<file path="config.mk">
export PLATFORM = sky130hd
export DESIGN_NAME = cpu_axi_master
export DESIGN_NICKNAME = d
export VERILOG_FILES = /design/src/rtl/AXI_define.sv /design/src/rtl/cpu_axi_master.sv
export SDC_FILE = /design/constraint.sdc
export NUM_CORES = 1
export LEC_CHECK = 0
export ABC_AREA = 1
export BUFFER_PORTS_ARGS = -buffer_cell sky130_fd_sc_hd__buf_2
export CAP_MARGIN = 30
export CORE_AREA = 2 2 114 116
export DETAILED_ROUTE_END_ITERATION = 8
export DIE_AREA = 0 0 116 118
export PLACE_DENSITY = 0.73
export SETUP_SLACK_MARGIN = 0.2
export SYNTH_ARGS = -nofsm -noshare
export SYNTH_HDL_FRONTEND = slang
export SYNTH_SLANG_ARGS = --single-unit
export TNS_END_PERCENT = 10
</file>
<file path="constraint.sdc">
create_clock -name ACLK -period 1.4 [get_ports ACLK]
set_input_delay 0.07 -clock ACLK [delete_from_list [all_inputs] [get_ports ACLK]]
set_output_delay 0.07 -clock ACLK [all_outputs]
set_load 0.005 [all_outputs]
</file>
<file path="src/rtl/AXI_define.sv">
// Shared AXI4 definitions for the CPU-side initiator bridges: bus widths,
// single-beat burst constants, response encodings and the master FSM state type.
package AXI_define;

    localparam int AXI_ID_W   = 4;
    localparam int AXI_ADDR_W = 32;
    localparam int AXI_DATA_W = 32;

    localparam logic [7:0] AXI_LEN_ONE    = 8'd0;
    localparam logic [2:0] AXI_SIZE_WORD  = 3'b010;
    localparam logic [1:0] AXI_BURST_INCR = 2'b01;

    localparam logic [1:0] RESP_OKAY   = 2'b00;
    localparam logic [1:0] RESP_SLVERR = 2'b10;
    localparam logic [1:0] RESP_DECERR = 2'b11;

    typedef enum logic [2:0] {
        S_IDLE,
        S_RADDR,
        S_RDATA,
        S_WREQ,
        S_WRESP,
        S_DONE
    } master_state_t;

endpackage

</file>
<file path="src/rtl/cpu_axi_master.sv">
// Initiator bridge: converts one CPU memory port into single-beat AXI4 reads and
// writes, stalling the CPU until the response has been collected.
module cpu_axi_master
    import AXI_define::*;
#(
    parameter int ID_W      = AXI_ID_W,
    parameter int ADDR_W    = AXI_ADDR_W,
    parameter int DATA_W    = AXI_DATA_W,
    parameter int MASTER_ID = 0
) (
    input  logic                ACLK,
    input  logic                ARESETn,

    input  logic                req_i,
    input  logic [DATA_W/8-1:0] web_i,
    input  logic [ADDR_W-1:0]   addr_i,
    input  logic [DATA_W-1:0]   wdata_i,
    output logic [DATA_W-1:0]   rdata_o,
    output logic                stall_o,
    output logic                err_o,

    output logic [ID_W-1:0]     AWID,
    output logic [ADDR_W-1:0]   AWADDR,
    output logic [7:0]          AWLEN,
    output logic [2:0]          AWSIZE,
    output logic [1:0]          AWBURST,
    output logic                AWVALID,
    input  logic                AWREADY,

    output logic [DATA_W-1:0]   WDATA,
    output logic [DATA_W/8-1:0] WSTRB,
    output logic                WLAST,
    output logic                WVALID,
    input  logic                WREADY,

    input  logic [ID_W-1:0]     BID,
    input  logic [1:0]          BRESP,
    input  logic                BVALID,
    output logic                BREADY,

    output logic [ID_W-1:0]     ARID,
    output logic [ADDR_W-1:0]   ARADDR,
    output logic [7:0]          ARLEN,
    output logic [2:0]          ARSIZE,
    output logic [1:0]          ARBURST,
    output logic                ARVALID,
    input  logic                ARREADY,

    input  logic [ID_W-1:0]     RID,
    input  logic [DATA_W-1:0]   RDATA,
    input  logic [1:0]          RRESP,
    input  logic                RLAST,
    input  logic                RVALID,
    output logic                RREADY
);

    master_state_t         state;
    logic [ADDR_W-1:0]     addr_q;
    logic [DATA_W-1:0]     wdata_q;
    logic [DATA_W/8-1:0]   strb_q;
    logic                  aw_done;
    logic                  w_done;
    logic                  aw_hs;
    logic                  w_hs;

    // Response IDs and RLAST are not acted on: a single outstanding single-beat
    // transaction makes them redundant.
    logic unused_resp_sigs;
    assign unused_resp_sigs = &{1'b0, BID, RID, RLAST};

    assign AWID    = ID_W'(MASTER_ID);
    assign ARID    = ID_W'(MASTER_ID);
    assign AWLEN   = AXI_LEN_ONE;
    assign ARLEN   = AXI_LEN_ONE;
    assign AWSIZE  = AXI_SIZE_WORD;
    assign ARSIZE  = AXI_SIZE_WORD;
    assign AWBURST = AXI_BURST_INCR;
    assign ARBURST = AXI_BURST_INCR;
    assign AWADDR  = addr_q;
    assign ARADDR  = addr_q;
    assign WDATA   = wdata_q;
    assign WSTRB   = strb_q;
    assign WLAST   = WVALID;

    assign aw_hs = AWVALID && AWREADY;
    assign w_hs  = WVALID && WREADY;

    // Combinational so the CPU is held in the very cycle it raises req_i.
    assign stall_o = (state != S_DONE) && (req_i || (state != S_IDLE));

    always_ff @(posedge ACLK or negedge ARESETn) begin
        if (!ARESETn) begin
            state   <= S_IDLE;
            addr_q  <= '0;
            wdata_q <= '0;
            strb_q  <= '0;
            aw_done <= 1'b0;
            w_done  <= 1'b0;
            ARVALID <= 1'b0;
            RREADY  <= 1'b0;
            AWVALID <= 1'b0;
            WVALID  <= 1'b0;
            BREADY  <= 1'b0;
            rdata_o <= '0;
            err_o   <= 1'b0;
        end else begin
            case (state)
                S_IDLE: begin
                    if (req_i) begin
                        addr_q  <= addr_i;
                        wdata_q <= wdata_i;
                        strb_q  <= web_i;
                        if (web_i == '0) begin
                            ARVALID <= 1'b1;
                            state   <= S_RADDR;
                        end else begin
                            AWVALID <= 1'b1;
                            WVALID  <= 1'b1;
                            aw_done <= 1'b0;
                            w_done  <= 1'b0;
                            state   <= S_WREQ;
                        end
                    end
                end
                S_RADDR: begin
                    if (ARVALID && ARREADY) begin
                        ARVALID <= 1'b0;
                        RREADY  <= 1'b1;
                        state   <= S_RDATA;
                    end
                end
                S_RDATA: begin
                    if (RVALID) begin
                        rdata_o <= RDATA;
                        err_o   <= (RRESP != RESP_OKAY);
                        RREADY  <= 1'b0;
                        state   <= S_DONE;
                    end
                end
                S_WREQ: begin
                    // Address and data channels complete independently, in either order.
                    if (aw_hs) begin
                        AWVALID <= 1'b0;
                        aw_done <= 1'b1;
                    end
                    if (w_hs) begin
                        WVALID <= 1'b0;
                        w_done <= 1'b1;
                    end
                    if ((aw_done || aw_hs) && (w_done || w_hs)) begin
                        BREADY <= 1'b1;
                        state  <= S_WRESP;
                    end
                end
                S_WRESP: begin
                    if (BVALID) begin
                        err_o  <= (BRESP != RESP_OKAY);
                        BREADY <= 1'b0;
                        state  <= S_DONE;
                    end
                end
                S_DONE: begin
                    state <= S_IDLE;
                end
                default: begin
                    state <= S_IDLE;
                end
            endcase
        end
    end

endmodule

</file>
==> results.py <==
metrics = {
    "timing": {
        "fin_setup_tns_ns": -0.0681,
        "finalMaxSlewViolations": 0,
        "fmax_ghz": 0.681,
        "hold_viol": 0,
        "finClkSkew_ns": 0.00462,
        "setup_viol_count_final": 1,
        "fin_ws_ns": -0.0681,
        "grt_setup_unrepaired": "yes",
        "fin_crit_sh_pct": 105,
        "period_needed_ns": 1.47,
    },
    "power_and_ir_drop": {
        "p_comb_share_pct": 45.8,
        "p_per_area_mw_per_mm2": 1940,
        "leakage_nw": 4.47,
        "seqPwrFrac_pct": 36.9,
        "p_int_w": 0.00944,
        "p_clk_share_pct": 17.2,
        "ir_drop_mv": 1.00,
        "power_switching_w": 0.00577,
        "swShare_pct": 37.9,
    },
    "worst_setup_path": {
        "worstPathMaxFanout": 5,
        "startpoint_type": "flip-flop",
        "cp_num_buf_inv": 4,
        "critPathArrivalTime_ns": 1.40,
        "r2r.worst_path.cells": 6,
        "max_stage_delay_ns": 0.46,
        "required_ns": 1.33,
        "crit_slowest_cell": "dfrtp_2",
        "cp_cell_sequence": "inv_2 > buf_6 > o31ai_4 > inv_1 > buf_2",
        "endpoint_kind": "primary output",
        "critPathKind": "flip-flop to primary output",
        "path_delay_family": "flip-flops",
        "cp_num_cells": 5,
    },
    "grt": {
        "grt_max_degree": 66,
        "grt_pass1_wl_um": 22800,
        "grt_usage_pct": 20.6,
        "grt-ovfl-total": 0,
        "antenna_found_initial": 0,
        "grt_pass1_vias": 4722,
    },
    "placement": {
        "place_congestion": 0.800,
        "dp_hpwl_um": 8890,
        "portBuffers": 251,
    },
    "synth": {
        "yosysTopAreaCellShare_pct": 55.0,
        "yosys-top-cells-count": "nand2_1 (270), dfrtp_1 (111), nand3_1 (80)",
        "synthTopCellsByArea": "dfrtp_1 (55%), nand2_1 (20%), buf_4 (11%)",
        "syn-instance-count": 597,
        "synth_mux_area_share_pct": 0,
        "ys_seq_area_share_pct": 55.0,
        "synth_top_family_by_area": "simple AND/OR/NAND/NOR gates",
        "yosys_most_used_dff": "dfrtp_1",
        "synth.distinct_cells": 20,
        "yosys.area_share.simple_pct": 29.4,
        "synth_seq_cells": 111,
        "syn-cell-area_mm2": 0.00505,
        "synth-edff-count": 0,
        "ys_async_sr_fraction_pct": 100,
        "synth.most_common_cell": "nand2_1",
        "synth_compound_area_share_pct": 1.14,
        "syn_avg_cell_area_um2": 8.47,
        "synth_xor_area_share_pct": 0,
        "synth_largest_area_cell": "dfrtp_1",
        "synth_warnings": 0,
        "synth_fa_ha_area_share_pct": 0,
    },
    "clock_tree": {
        "path_clk_slew_ns": 0.07,
        "cts_inserted_buffers": 9,
        "cts-htree-levels": 3,
        "clk-insertion-delay-late_ns": 0.34,
        "root_buffer": "clkbuf_16",
        "cts_buffer_depth": 2,
        "clkSinkCount": 111,
        "cts_tree": "done",
    },
    "routing": {
        "drt_wl_total_um": 15500,
        "vias": 5092,
        "drtIter0Drc": 325,
        "wl_per_cell_um": 14.0,
        "final_antenna_net_count": 0,
        "viasPerCell": 4.61,
        "drc": 0,
        "firstDrtPassIters": 5,
    },
    "finish": {
        "finalCoreUtilization_pct": 63.1,
        "layout-drive-gt1-share_pct": 34.4,
        "antenna-diode-count": 0,
        "syn_to_final_growth_pct": 55.0,
        "fillers": 1014,
        "nets": 1048,
    },
    "min_path": {
        "holdPathStages": 3,
        "min_path_type": "primary input to flip-flop",
    },
    "floorplan": {
        "pin_count": 295,
        "start_util_pct": 40.7,
        "die_x_um": 116,
        "dieArea_mm2": 0.0137,
        "fp.coreArea_mm2": 0.0124,
        "fp-row-count": 41,
        "chipHeight_um": 118,
    },
    "status": {
        "violations": "setup timing",
        "status": "complete, but fails checks",
    },
    "job": {
        "cap_violations": 0,
    },
}
-- sequential cells by signal, summed over array words and instances, names as in the netlist --
signal / flops
AWVALID: 1
RREADY: 1
BREADY: 1
w_done: 1
WSTRB: 4
aw_done: 1
WLAST: 1
state: 3
err_o: 1
ARADDR: 32
WDATA: 32
rdata_o: 32
ARVALID: 1
-- metrics by stage --
stage	area (µm²)	setup slack, ns	cells	hold slack, ns	total power [W]
4_1_cts	7590	-0.0496	1090	0.00402	0.0145
6_report	7830	-0.0681	1104	0.0132	0.0152
3_5_place_dp	6190	-0.0230	972	0.107	0.0113
3_3_place_gp	6190	-0.00740	972	0.101	0.0112
5_1_grt	7830	-0.160	1104	0.0354	0.0164
2_1_floorplan	5200	0.146	629	-0.226	0.00917
-- what timing repair did --
item	4_1_cts	5_1_grt
setup buffers	2	7
hold buffers	100	0
gates resized for setup	22	10
setup endpoints to repair	112	112
pin swaps	8	20
endpoints found under the hold margin	210	0
cloned	0	7
-- logic make-up (layout without fill, tap and decap cells) --
kind of cell / after synthesis / in the layout
AND/OR/NAND/NOR: 362 / 362
buffers and inverters: 111 / 414
AO/OA/AOI/OAI: 11 / 11
flip-flops: 111 / 111
other: 2 / 34
-- path summary, 6_finish.rpt --
check	startpoint	end	slack, ns
max in group asynchronous	ARESETn	state[0]	0.81
worst min register to register	WDATA[13]	WDATA[13]	0.47
worst min-delay path	web_i[3]	WSTRB[3]	0.01
worst max-delay path	state[2]	stall_o	-0.07
min in group asynchronous	ARESETn	ARADDR[8]	0.29
worst max register to register	state[0]	WDATA[8]	0.01
-- cells in the final DEF, fill, tap and decap left out, types with 2 or more instances in the layout --
| master | instances |
|---|---|
| nand3_2 | 3 |
| clkbuf_16 | 14 |
| inv_2 | 3 |
| inv_6 | 3 |
| buf_6 | 7 |
| dfrtp_1 | 109 |
| dfrtp_2 | 2 |
| conb_1 | 34 |
| nand3_1 | 76 |
| buf_12 | 7 |
| clkinv_4 | 2 |
| buf_8 | 2 |
| nand2_1 | 267 |
| o21ai_0 | 3 |
| nor2_1 | 4 |
| nor2_4 | 2 |
| nand2_2 | 2 |
| o21ai_1 | 3 |
| nand4_1 | 2 |
| buf_4 | 14 |
| dlygate4sd3_1 | 100 |
| inv_1 | 9 |
| a21oi_1 | 3 |
| buf_2 | 250 |
-- tightest hold or removal path: stages --
cell     delay [ns]
buf_2          0.10
inv_1          0.08
o21ai_1        0.07
-- routing by layer --
layer  global-route usage [%]  wire (µm)  vias up
li1                         -          -     2434
met1                     24.4       6130     2383
met2                     36.4       7980      244
met3                     3.30       1060       31
met4                     9.08        334        0
met5                        0          0        -
-- area by class of cell --
class	instances	area, µm²	share of cell area [%]
clock inverters	7	78.8	1.01
repair buffers	385	2730	34.9
well taps	172	215	2.75
clock buffers	9	225	2.88
inverters	13	51.3	0.655
multi-input cells	407	1750	22.3
flip-flops and latches	111	2780	35.5
-- power by group through the flow --
stage	clock network (W)	logic [W]	registers, W
finish	0.00262	0.00697	0.00562
global route	0.00279	0.00777	0.00580
CTS	0.00268	0.00620	0.00558
detailed placement	0	0.00574	0.00560
global placement	0	0.00560	0.00558
floorplan	0	0.00349	0.00568
Power figures use the tool's default switching activity.
